$ cat config.mk
export PLATFORM = sky130hd
export DESIGN_NAME = ifetch_unit
export DESIGN_NICKNAME = d
export VERILOG_FILES = /design/src/rtl/ifetch_unit.sv
export SDC_FILE = /design/constraint.sdc
export NUM_CORES = 1
export LEC_CHECK = 0
export ABC_AREA = 1
export CAP_MARGIN = 10
export CORE_AREA = 3 3 132 134
export DETAILED_ROUTE_END_ITERATION = 10
export DIE_AREA = 0 0 135 137
export PLACE_DENSITY = 0.85
export SKIP_LAST_GASP = 1
export SLEW_MARGIN = 30
export SYNTH_ARGS = -nofsm -noshare
export SYNTH_HDL_FRONTEND = slang
export SYNTH_SLANG_ARGS = --single-unit
export TNS_END_PERCENT = 100
$ cat constraint.sdc
create_clock -name clk -period 8.01 [get_ports clk]
set_input_delay 1.602 -clock clk [delete_from_list [all_inputs] [get_ports clk]]
set_output_delay 1.602 -clock clk [all_outputs]
set_load 0.005 [all_outputs]
$ cat src/rtl/ifetch_unit.sv
// ifetch_unit: credit-based instruction fetch front end.
// Issues word-aligned fetch requests and tracks the in-flight ones. Returned
// words are buffered, together with their PC, in a DEPTH-entry FIFO that
// feeds the decoder. A redirect flushes the FIFO and drops every stale
// response still in flight.
// Ports:
//   clk, rst                          clock, asynchronous active-high reset
//   imem_req_valid/ready/addr         fetch request channel
//   imem_rsp_valid/data               in-order response channel (no back-pressure)
//   redirect_valid/redirect_pc        control-flow change
//   dec_valid/ready/instruction/pc    decoder channel (head of the FIFO)
module ifetch_unit #(
  parameter logic [31:0] RESET_PC = 32'h0000_0000,
  parameter int unsigned DEPTH    = 2
) (
  input  logic        clk,
  input  logic        rst,
  output logic        imem_req_valid,
  input  logic        imem_req_ready,
  output logic [31:0] imem_req_addr,
  input  logic        imem_rsp_valid,
  input  logic [31:0] imem_rsp_data,
  input  logic        redirect_valid,
  input  logic [31:0] redirect_pc,
  output logic        dec_valid,
  input  logic        dec_ready,
  output logic [31:0] dec_instruction,
  output logic [31:0] dec_pc
);

  localparam int unsigned PTR_W = (DEPTH > 1) ? $clog2(DEPTH) : 1;
  localparam int unsigned CNT_W = $clog2(DEPTH + 1);
  localparam int unsigned SUM_W = CNT_W + 1;
  localparam logic [31:0] RESET_ALIGNED = {RESET_PC[31:2], 2'b00};

  typedef enum logic {RUN, DRAIN} state_t;

  state_t             state_q, state_d;
  logic [31:0]        fetch_pc_q, fetch_pc_d;
  logic [31:0]        rsp_pc_q, rsp_pc_d;     // PC of the next response that will be kept
  logic [CNT_W-1:0]   outstanding_q, outstanding_d;
  logic [CNT_W-1:0]   drop_q, drop_d;
  logic [CNT_W-1:0]   count_q, count_d;
  logic [PTR_W-1:0]   wr_ptr_q, wr_ptr_d;
  logic [PTR_W-1:0]   rd_ptr_q, rd_ptr_d;

  logic [31:0]        mem_instr [DEPTH];
  logic [31:0]        mem_pc    [DEPTH];

  logic               req_fire;
  logic               wr_en;
  logic               rd_en;
  logic               dropping;
  logic [SUM_W-1:0]   credits_used;

  // Pointer increment with wrap at DEPTH-1 (DEPTH need not be a power of two).
  function automatic logic [PTR_W-1:0] ptr_inc(input logic [PTR_W-1:0] p);
    return (p == PTR_W'(DEPTH - 1)) ? '0 : p + PTR_W'(1);
  endfunction

  // Credit gate: in-flight plus buffered words may never exceed the FIFO size.
  assign credits_used   = SUM_W'(outstanding_q) + SUM_W'(count_q);
  assign imem_req_valid = !rst && !redirect_valid && (credits_used < SUM_W'(DEPTH));
  assign imem_req_addr  = fetch_pc_q;

  assign req_fire = imem_req_valid && imem_req_ready;
  assign dropping = (state_q == DRAIN);
  assign wr_en    = imem_rsp_valid && !dropping && !redirect_valid;
  assign rd_en    = dec_valid && dec_ready && !redirect_valid;

  assign dec_valid       = (count_q != '0);
  assign dec_instruction = dec_valid ? mem_instr[rd_ptr_q] : 32'h0;
  assign dec_pc          = dec_valid ? mem_pc[rd_ptr_q] : 32'h0;

  // State register and counters.
  always_ff @(posedge clk or posedge rst) begin
    if (rst) begin
      state_q       <= RUN;
      fetch_pc_q    <= RESET_ALIGNED;
      rsp_pc_q      <= RESET_ALIGNED;
      outstanding_q <= '0;
      drop_q        <= '0;
      count_q       <= '0;
      wr_ptr_q      <= '0;
      rd_ptr_q      <= '0;
    end else begin
      state_q       <= state_d;
      fetch_pc_q    <= fetch_pc_d;
      rsp_pc_q      <= rsp_pc_d;
      outstanding_q <= outstanding_d;
      drop_q        <= drop_d;
      count_q       <= count_d;
      wr_ptr_q      <= wr_ptr_d;
      rd_ptr_q      <= rd_ptr_d;
    end
  end

  // FIFO storage; contents only matter where count_q says they are valid.
  always_ff @(posedge clk) begin
    if (wr_en) begin
      mem_instr[wr_ptr_q] <= imem_rsp_data;
      mem_pc[wr_ptr_q]    <= rsp_pc_q;
    end
  end

  // Next-state logic; a redirect overrides FIFO writes/reads and drop updates.
  always_comb begin
    state_d       = state_q;
    fetch_pc_d    = fetch_pc_q;
    rsp_pc_d      = rsp_pc_q;
    outstanding_d = outstanding_q + CNT_W'(req_fire) - CNT_W'(imem_rsp_valid);
    drop_d        = drop_q;
    count_d       = count_q;
    wr_ptr_d      = wr_ptr_q;
    rd_ptr_d      = rd_ptr_q;

    if (redirect_valid) begin
      fetch_pc_d = {redirect_pc[31:2], 2'b00};
      rsp_pc_d   = {redirect_pc[31:2], 2'b00};
      // Everything still in flight after this edge is stale.
      drop_d     = outstanding_d;
      count_d    = '0;
      wr_ptr_d   = '0;
      rd_ptr_d   = '0;
    end else begin
      if (req_fire) fetch_pc_d = fetch_pc_q + 32'd4;
      if (dropping && imem_rsp_valid) drop_d = drop_q - CNT_W'(1);
      if (wr_en) begin
        wr_ptr_d = ptr_inc(wr_ptr_q);
        rsp_pc_d = rsp_pc_q + 32'd4;
      end
      if (rd_en) rd_ptr_d = ptr_inc(rd_ptr_q);
      count_d = count_q + CNT_W'(wr_en) - CNT_W'(rd_en);
    end

    unique case (state_q)
      RUN: begin
        if (redirect_valid && (outstanding_d != '0)) state_d = DRAIN;
      end
      DRAIN: begin
        if (redirect_valid) state_d = (outstanding_d != '0) ? DRAIN : RUN;
        else if (drop_d == '0) state_d = RUN;
      end
      default: state_d = RUN;
    endcase
  end

endmodule
==> results of run 1 <==
## worst register-to-register path: stages, from the launching register on
cell,delay (ns)
sky130_fd_sc_hd__dfrtp_1,0.39
sky130_fd_sc_hd__inv_1,0.09
sky130_fd_sc_hd__nand2_2,0.11
sky130_fd_sc_hd__nor2_4,0.33
sky130_fd_sc_hd__clkinv_1,0.40
sky130_fd_sc_hd__nor2_4,0.74
sky130_fd_sc_hd__buf_4,0.55
## area by class of cell
type,instances,share of cell area
Clock buffer,17,0.0363
Clock inverter,14,0.0152
Inverter,88,0.0284
Multi-Input combinational cell,701,0.290
Sequential cell,193,0.465
Tap cell,220,0.0235
Timing Repair Buffer,166,0.141
## registers in the layout, summed over array words and instances, names as in the netlist
register       count
rsp_pc_q          30
mem_pc            60
mem_instr         64
outstanding_q      2
imem_req_addr     30
rd_ptr_q           1
dropping           1
wr_ptr_q           1
drop_q             2
count_q            2
## logic make-up (layout without fill, tap and decap cells)
family	Yosys count	in the layout	synth area share
other	1	4	0.000402
DFF	193	193	0.584
xor gates and xnor gates	21	21	0.0197
AOI/OAI and AO/OA	136	136	0.0801
adders and majority gates	7	7	0.0102
and+or+nand+nor	533	533	0.251
buffers and inverters	125	285	0.0543
## layer usage
metal | up-vias | wire length [um]
li1 | 3671 | -
met1 | 3567 | 9360
met2 | 357 | 10900
met3 | 27 | 2150
met4 | 0 | 306
met5 | - | 0
## per-stage QoR
step | area (um^2) | std cells
4_1_cts | 11700 | 1399
3_3_place_gp | 11100 | 1368
6_report | 11700 | 1399
5_1_grt | 11700 | 1399
2_1_floorplan | 9340 | 1019
3_5_place_dp | 11100 | 1368
## path summary, 6_finish.rpt
path / slack [ns] / endpoint / start / cells past startpoint
max: 3.44 / imem_req_valid / redirect_valid / 5
min: 0.51 / mem_pc[1][30]$_DFFE_PP_ / rsp_pc_q[30]$_DFFE_PP0N_ / 0
max reg2reg: 5.03 / mem_pc[0][24]$_DFFE_PP_ / dropping$_DFF_PP0_ / 6
min reg2reg: 0.51 / mem_pc[1][30]$_DFFE_PP_ / rsp_pc_q[30]$_DFFE_PP0N_ / 0
max in group asynchronous: 5.85 / rd_ptr_q$_DFFE_PP0P_ / rst / 3
min in group asynchronous: 1.70 / dropping$_DFF_PP0_ / rst / 3
## Yosys cell counts, types with 7 or more instances
| library cell | number |
|---|---|
| sky130_fd_sc_hd__nand2_1 | 338 |
| sky130_fd_sc_hd__edfxtp_1 | 124 |
| sky130_fd_sc_hd__inv_1 | 79 |
| sky130_fd_sc_hd__a21oi_1 | 76 |
| sky130_fd_sc_hd__dfrtp_1 | 69 |
| sky130_fd_sc_hd__nor2_1 | 68 |
| sky130_fd_sc_hd__nand3_1 | 62 |
| sky130_fd_sc_hd__o21ai_0 | 30 |
| sky130_fd_sc_hd__clkbuf_1 | 20 |
| sky130_fd_sc_hd__xor2_1 | 15 |
| sky130_fd_sc_hd__nand4_1 | 13 |
| sky130_fd_sc_hd__nor2_2 | 12 |
| sky130_fd_sc_hd__o211ai_1 | 11 |
| sky130_fd_sc_hd__nand2_2 | 10 |
| sky130_fd_sc_hd__buf_2 | 9 |
| sky130_fd_sc_hd__nor2_4 | 9 |
| sky130_fd_sc_hd__inv_2 | 8 |
| sky130_fd_sc_hd__buf_4 | 7 |
## where the power goes
group / leakage [uW] / switching [uW] / internal (uW)
sequential: 0.00197 / 121 / 1210
clock: 0.000288 / 386 / 470
combinational: 0.00237 / 424 / 352
==> results_tabular.tex, run 1 <==
\begin{tabular}{lr}
\hline
Metric & Value \\
\hline
\multicolumn{2}{l}{\textbf{Timing}} \\
Final critical-path required period & 4.57 ns \\
Post-route worst setup slack & 3.44 ns \\
Total Negative Setup Slacks & 0 ns \\
Hold\_ws & 0.505 ns \\
Pin slew with the least headroom to its limit & 0.903 ns \\
Max Transition Viols Final & 0 \\
Setup repair after global routing missed its margin & no \\
Period Utilization, post-route & 0.571 \\
Number of setup violations in the final report & 0 \\
Clock skew & 0.00736 ns \\
Total count of hold-check failures in the final report & 0 \\
Maximum frequency from static timing analysis & 219 MHz \\
Headroom to the max-slew limit & 0.397 \\
\multicolumn{2}{l}{\textbf{Drt}} \\
Vias after detailed routing & 7622 \\
Iteration-0 DRC count of the detailed router & 640 \\
Average wire length per cell after detail routing & 16.2 um \\
Number of remaining DRC errors & 0 \\
Total wire length & 22700 um \\
Via-to-Cell Ratio & 5.45 \\
1st-pass router iterations & 6 \\
Antenna viol nets, final & 0 \\
\multicolumn{2}{l}{\textbf{Finish}} \\
Net count of the finished layout & 1244 \\
ANT cells & 0 \\
Multi-input logic area & 3400 um\^{}2 \\
Post-route core utilization & 0.714 \\
Commonest non-fill, non-tap cell in the layout & sky130\_fd\_sc\_hd\_\_nand2\_1 \\
Most frequent cells in the layout & 338 x sky130\_fd\_sc\_hd\_\_nand2\_1, 160 x sky130\_fd\_sc\_hd\_\_clkdlybuf4s50\_1, 124 x sky130\_fd\_sc\_hd\_\_edfxtp\_1, 78 x sky130\_fd\_sc\_hd\_\_inv\_1, 76 x sky130\_fd\_sc\_hd\_\_a21oi\_1 \\
Number of fillers in the final layout & 1228 \\
Share of post-route cells with drive strength above 1 & 0.0797 \\
Sequential standard cell area & 5450 um\^{}2 \\
Relative area change from synthesis to final layout & 25.6\% \\
\multicolumn{2}{l}{\textbf{Synthesis}} \\
Count of state elements after synthesis & 193 \\
Share of Yosys cell area claimed by the top area cell type & 0.399 \\
Share of the yosys chip area belonging to registers & 0.584 \\
Mapped Avg Cell Area & 9.18 um\^{}2 \\
Cell count after synthesis & 1016 \\
Combined area of all synthesized cells & 9330 um\^{}2 \\
Post-synth top flop & sky130\_fd\_sc\_hd\_\_edfxtp\_1 \\
Warnings, synthesis & 0 \\
Async SR Flop Fraction & 0.358 \\
Leading area contributor after synthesis & sky130\_fd\_sc\_hd\_\_edfxtp\_1 \\
Distinct cell type count after synthesis & 40 \\
Main area contributors after synthesis & sky130\_fd\_sc\_hd\_\_edfxtp\_1 40\%, sky130\_fd\_sc\_hd\_\_dfrtp\_1 19\%, sky130\_fd\_sc\_hd\_\_nand2\_1 14\% \\
Post-synth EDFFs & 124 \\
\multicolumn{2}{l}{\textbf{GRT}} \\
Total routing usage reported by global routing & 0.251 \\
First-pass GRT wire length & 36200 um \\
GRT Max-Usage Layer & met2 \\
Global Route met1 Usage & 0.340 \\
Global routing usage on met2 & 0.409 \\
Vias in the first global route & 7215 \\
Maximum number of pins on one net before global-route repair & 71 \\
Total congestion overflow after global routing & 0 \\
Number of antenna violations at the first check in global routing & 0 \\
Met3 Resource Use GR & 0.0548 \\
\multicolumn{2}{l}{\textbf{Setup path}} \\
Largest stage delay on the critical path & 0.67 ns \\
Critical path data required time & 6.41 ns \\
CP top delay family & buffers and inverters \\
Element type at the critical path end & output pin \\
Critical Path Start Type & input pin \\
Critical path buffer and inverter count & 3 \\
Start-to-end type of the worst setup path & in -> out \\
CP max FO & 47 \\
Critical path's slowest cell & sky130\_fd\_sc\_hd\_\_buf\_2 \\
Cells traversed along the worst timing path & buf\_2 > nor2\_2 > nand3\_1 > inv\_1 > clkdlybuf4s50\_1 \\
WP data arrival & 2.97 ns \\
\multicolumn{2}{l}{\textbf{Clock network}} \\
Sinks on the clock net & 193 \\
Clock transition at the registers of the reported paths & 0.07 ns \\
Worst-case clock buffer depth & 2 \\
Setup bufs post-CTS & 0 \\
Clock Latency Late Sink & 0.44 ns \\
Clock tree root driver cell & sky130\_fd\_sc\_hd\_\_clkbuf\_16 \\
Number of H-tree levels & 4 \\
CTS-repair resized insts & 0 \\
Hold buffer count at cts & 0 \\
TritonCTS clock tree & yes \\
Inserted Clock Buffers & 17 \\
\multicolumn{2}{l}{\textbf{Pwr}} \\
Worst supply voltage drop on vdd & 0.000170 V \\
Final Power & 2960 uW \\
P per Cell Area & 253 nW/um\^{}2 \\
Leak & 0.00463 uW \\
\multicolumn{2}{l}{\textbf{Die}} \\
Initial standard-cell utilization of the core & 0.568 \\
Number of cell rows & 47 \\
Die Ht & 137 um \\
Area enclosed by the die boundary & 18500 um\^{}2 \\
Die width & 135 um \\
Floorplan core area & 16400 um\^{}2 \\
Top Ports & 168 \\
\multicolumn{2}{l}{\textbf{Placement}} \\
Final HPWL DP & 15300 um \\
Quantity of I/O buffers inserted on ports & 161 \\
Pre-CTS worst setup slack & 3.32 ns \\
Gp weighted congestion & 0.905 \\
\multicolumn{2}{l}{\textbf{Run}} \\
Max\_cap viols & 0 \\
\multicolumn{2}{l}{\textbf{Worst hold path}} \\
Path type of the worst min-delay path & reg -> reg \\
\multicolumn{2}{l}{\textbf{Run status}} \\
Result of the run & finished, final reports clean \\
\hline
\end{tabular}
(Power assumes the default switching activity.)
==> inputs of run 2 (changes only) <==
CORE_AREA = 3 3 144 146   (was 3 3 132 134)
DIE_AREA = 0 0 147 149   (was 0 0 135 137)
PLACE_DENSITY = 0.76   (was 0.85)
clock period = 4.2 ns   (was 8.01 ns; I/O delays follow)
==> run 2 against run 1 <==
  * Global-route usage down 3.3 points
  * Utilization down 11 points
  * Critical path depth unchanged
  * Non-clock buffer count up 5
  * Wire length up 3.0%
  * Via count down 0.54%
  * Critical path type is now reg -> out
  * Critical endpoint is now dec_pc[31]
==> results_tabular.tex, run 2 (synthesized netlist as in run 1, its figures left out) <==
\begin{tabular}{lr}
\hline
Metric & Value \\
\hline
\multicolumn{2}{l}{\textbf{Placement}} \\
Quantity of I/O buffers inserted on ports & 161 (unchanged) \\
Pre-CTS worst setup slack & 0.917 ns (was 3.32 ns) \\
Gp weighted congestion & 0.903 (was 0.905) \\
Final HPWL DP & 16200 um (was 15300 um) \\
\multicolumn{2}{l}{\textbf{Timing}} \\
Final critical-path required period & 3.34 ns \\
Clock skew & 0.00817 ns (was 0.00736 ns) \\
Setup repair after global routing missed its margin & no (unchanged) \\
Period Utilization, post-route & 0.796 \\
Maximum frequency from static timing analysis & 299 MHz \\
Total count of hold-check failures in the final report & 0 (unchanged) \\
Max Transition Viols Final & 0 (unchanged) \\
Number of setup violations in the final report & 0 (unchanged) \\
Post-route worst setup slack & 0.855 ns (was 3.44 ns) \\
Total Negative Setup Slacks & 0 ns (unchanged) \\
Pin slew with the least headroom to its limit & 0.745 ns (was 0.903 ns) \\
Headroom to the max-slew limit & 0.503 (was 0.397) \\
\multicolumn{2}{l}{\textbf{GRT}} \\
Vias in the first global route & 7309 (was 7215) \\
Maximum number of pins on one net before global-route repair & 70 (was 71) \\
First-pass GRT wire length & 38000 um (was 36200 um) \\
Number of antenna violations at the first check in global routing & 0 (unchanged) \\
Total routing usage reported by global routing & 0.218 (was 0.251) \\
Total congestion overflow after global routing & 0 (unchanged) \\
\multicolumn{2}{l}{\textbf{Clock network}} \\
TritonCTS clock tree & yes (unchanged) \\
Hold buffer count at cts & 0 (unchanged) \\
Number of H-tree levels & 4 (unchanged) \\
Clock transition at the registers of the reported paths & 0.07 ns (about the same) \\
Inserted Clock Buffers & 17 (unchanged) \\
Clock tree root driver cell & sky130\_fd\_sc\_hd\_\_clkbuf\_16 (unchanged) \\
Sinks on the clock net & 193 (unchanged) \\
CTS-repair resized insts & 0 (unchanged) \\
Worst-case clock buffer depth & 2 (unchanged) \\
Setup bufs post-CTS & 0 (unchanged) \\
Clock Latency Late Sink & 0.44 ns (about the same) \\
\multicolumn{2}{l}{\textbf{Setup path}} \\
Critical path buffer and inverter count & 3 (unchanged) \\
WP data arrival & 2.50 ns (was 2.97 ns) \\
Cells traversed along the worst timing path & inv\_2 > buf\_4 > nand2\_1 > a21oi\_1 > clkdlybuf4s50\_1 (was buf\_2 > nor2\_2 > nand3\_1 > inv\_1 > clkdlybuf4s50\_1) \\
Launch instance of the worst register-to-register path & count\_q[0]\$\_DFF\_PP0\_ (was dropping\$\_DFF\_PP0\_) \\
Register-to-register path setup slack & 1.59 ns (was 5.03 ns) \\
Depth of the worst register-to-register path & 13 (was 6) \\
Start-to-end type of the worst setup path & reg -> out (was in -> out) \\
Critical path data required time & 3.36 ns (was 6.41 ns) \\
Critical Path Start Type & register (was input pin) \\
CP max FO & 40 (was 47) \\
Terminus of the critical flop-to-flop path & dropping\$\_DFF\_PP0\_ (was mem\_pc[0][24]\$\_DFFE\_PP\_) \\
Critical path's slowest cell & sky130\_fd\_sc\_hd\_\_clkdlybuf4s50\_1 (was sky130\_fd\_sc\_hd\_\_buf\_2) \\
Largest stage delay on the critical path & 0.55 ns (was 0.67 ns) \\
Element type at the critical path end & output pin (unchanged) \\
CP top delay family & buffers and inverters (unchanged) \\
\multicolumn{2}{l}{\textbf{Pwr}} \\
Worst supply voltage drop on vdd & 0.000323 V (was 0.000170 V) \\
P per Cell Area & 475 nW/um\^{}2 (was 253 nW/um\^{}2) \\
Leak & 0.00465 uW (was 0.00463 uW) \\
\multicolumn{2}{l}{\textbf{Run status}} \\
Result of the run & finished, final reports clean (unchanged) \\
\multicolumn{2}{l}{\textbf{Worst hold path}} \\
Path type of the worst min-delay path & reg -> reg (unchanged) \\
Hold Path Cell Cnt & 0 (unchanged) \\
Endpoint of the worst hold-timing path & mem\_pc[1][30]\$\_DFFE\_PP\_ (unchanged) \\
Launch point of the worst hold path & rsp\_pc\_q[30]\$\_DFFE\_PP0N\_ (unchanged) \\
\multicolumn{2}{l}{\textbf{Drt}} \\
Antenna viol nets, final & 0 (unchanged) \\
Total wire length & 23400 um (was 22700 um) \\
Vias after detailed routing & 7581 (was 7622) \\
Iteration-0 DRC count of the detailed router & 549 (was 640) \\
Average wire length per cell after detail routing & 16.1 um (was 16.2 um) \\
Number of remaining DRC errors & 0 (unchanged) \\
1st-pass router iterations & 5 (was 6) \\
Via-to-Cell Ratio & 5.23 (was 5.45) \\
\multicolumn{2}{l}{\textbf{Run}} \\
Max\_cap viols & 0 (unchanged) \\
\multicolumn{2}{l}{\textbf{Die}} \\
Area enclosed by the die boundary & 21900 um\^{}2 (was 18500 um\^{}2) \\
Die width & 147 um (was 135 um) \\
Floorplan core area & 19500 um\^{}2 (was 16400 um\^{}2) \\
Number of cell rows & 51 (was 47) \\
Top Ports & 168 (unchanged) \\
Initial standard-cell utilization of the core & 0.478 (was 0.568) \\
Die Ht & 149 um (was 137 um) \\
\multicolumn{2}{l}{\textbf{Finish}} \\
Number of flip-flops in the largest register & 64 (unchanged) \\
Most frequent cells in the layout & 338 x sky130\_fd\_sc\_hd\_\_nand2\_1, 160 x sky130\_fd\_sc\_hd\_\_clkdlybuf4s50\_1, 124 x sky130\_fd\_sc\_hd\_\_edfxtp\_1, 78 x sky130\_fd\_sc\_hd\_\_inv\_1, 76 x sky130\_fd\_sc\_hd\_\_a21oi\_1 (unchanged) \\
ANT cells & 0 (unchanged) \\
Commonest non-fill, non-tap cell in the layout & sky130\_fd\_sc\_hd\_\_nand2\_1 (unchanged) \\
Register ranked first by flip-flop count & mem\_instr (unchanged) \\
Net count of the finished layout & 1249 (was 1244) \\
Top Registers & mem\_instr x64, mem\_pc x60 (unchanged) \\
Share of post-route cells with drive strength above 1 & 0.0835 (was 0.0797) \\
Relative area change from synthesis to final layout & 26.5\% (was 25.6\%) \\
\hline
\end{tabular}
## run 2: changes by cell type in the layout (fill, tap and decap cells not counted)
cell,change
sky130_fd_sc_hd__buf_4,+3
sky130_fd_sc_hd__inv_6,+3
sky130_fd_sc_hd__buf_12,+2
sky130_fd_sc_hd__bufinv_16,-2
sky130_fd_sc_hd__clkinv_1,+1
sky130_fd_sc_hd__clkinv_4,-1
sky130_fd_sc_hd__clkinv_8,+1
sky130_fd_sc_hd__clkinvlp_4,-1
sky130_fd_sc_hd__inv_2,+1
sky130_fd_sc_hd__inv_4,-1
## run 2: layout make-up
class | count | area (um^2)
Tap cell | 265 | 332
Timing Repair Buffer | 171 | 1710
Clock buffer | 17 | 425
Sequential cell | 193 | 5450
Multi-Input combinational cell | 701 | 3400
Fill cell | 1642 | 7730
Inverter | 88 | 330
Clock inverter | 15 | 148
## run 2: how the worst max path moves through the flow
stage          cells past startpoint                        end                  from  slack (ns)
2_1_floorplan                     10         dropping$_DFF_PP0_                   rst        0.21
3_3_place_gp                       6  mem_instr[0][1]$_DFFE_PP_        imem_rsp_valid        0.95
3_5_place_dp                       6  mem_instr[0][1]$_DFFE_PP_        imem_rsp_valid        0.92
4_1_cts                            5                 dec_pc[31]  rd_ptr_q$_DFFE_PP0P_        0.82
5_1_grt                            5                 dec_pc[30]  rd_ptr_q$_DFFE_PP0P_        0.70
6_report                           5                 dec_pc[31]  rd_ptr_q$_DFFE_PP0P_        0.86
## run 2: power breakdown
part / internal (uW) / switching (uW) / total, uW
Combinational: 692 / 818 / 1510
Sequential: 2300 / 231 / 2530
Clock: 789 / 769 / 1560
## run 2: per-stage QoR
step	hold slack, ns	cell area (um^2)	std cells	power, uW	utilization
after floorplan	0.464	9340	1019	3300	-
after global placement	0.485	11200	1418	4030	0.575
after detailed placement	0.499	11200	1418	4080	0.575
after CTS	0.514	11800	1450	5630	0.604
after global routing	0.544	11800	1450	5910	0.604
final	0.515	11800	1450	5600	0.604
## run 2: worst reg2reg max path: cells and delay by family, from the launching register on
| family | cells | cell delay [ns] |
|---|---|---|
| AOI/OAI and AO/OA | 1 | 0.24 |
| adders and majority gates | 3 | 1.07 |
| buffers and inverters | 3 | 0.17 |
| and+or+nand+nor | 6 | 0.59 |
| DFF | 1 | 0.43 |
## run 2: layer usage
| layer | global-route usage | part of all wire | up-vias |
|---|---|---|---|
| met5 | 0 | 0 | - |
| met4 | 0.0582 | 0.014 | 0 |
| met3 | 0.0441 | 0.087 | 28 |
| met2 | 0.343 | 0.46 | 298 |
| met1 | 0.311 | 0.44 | 3579 |
| li1 | - | - | 3676 |
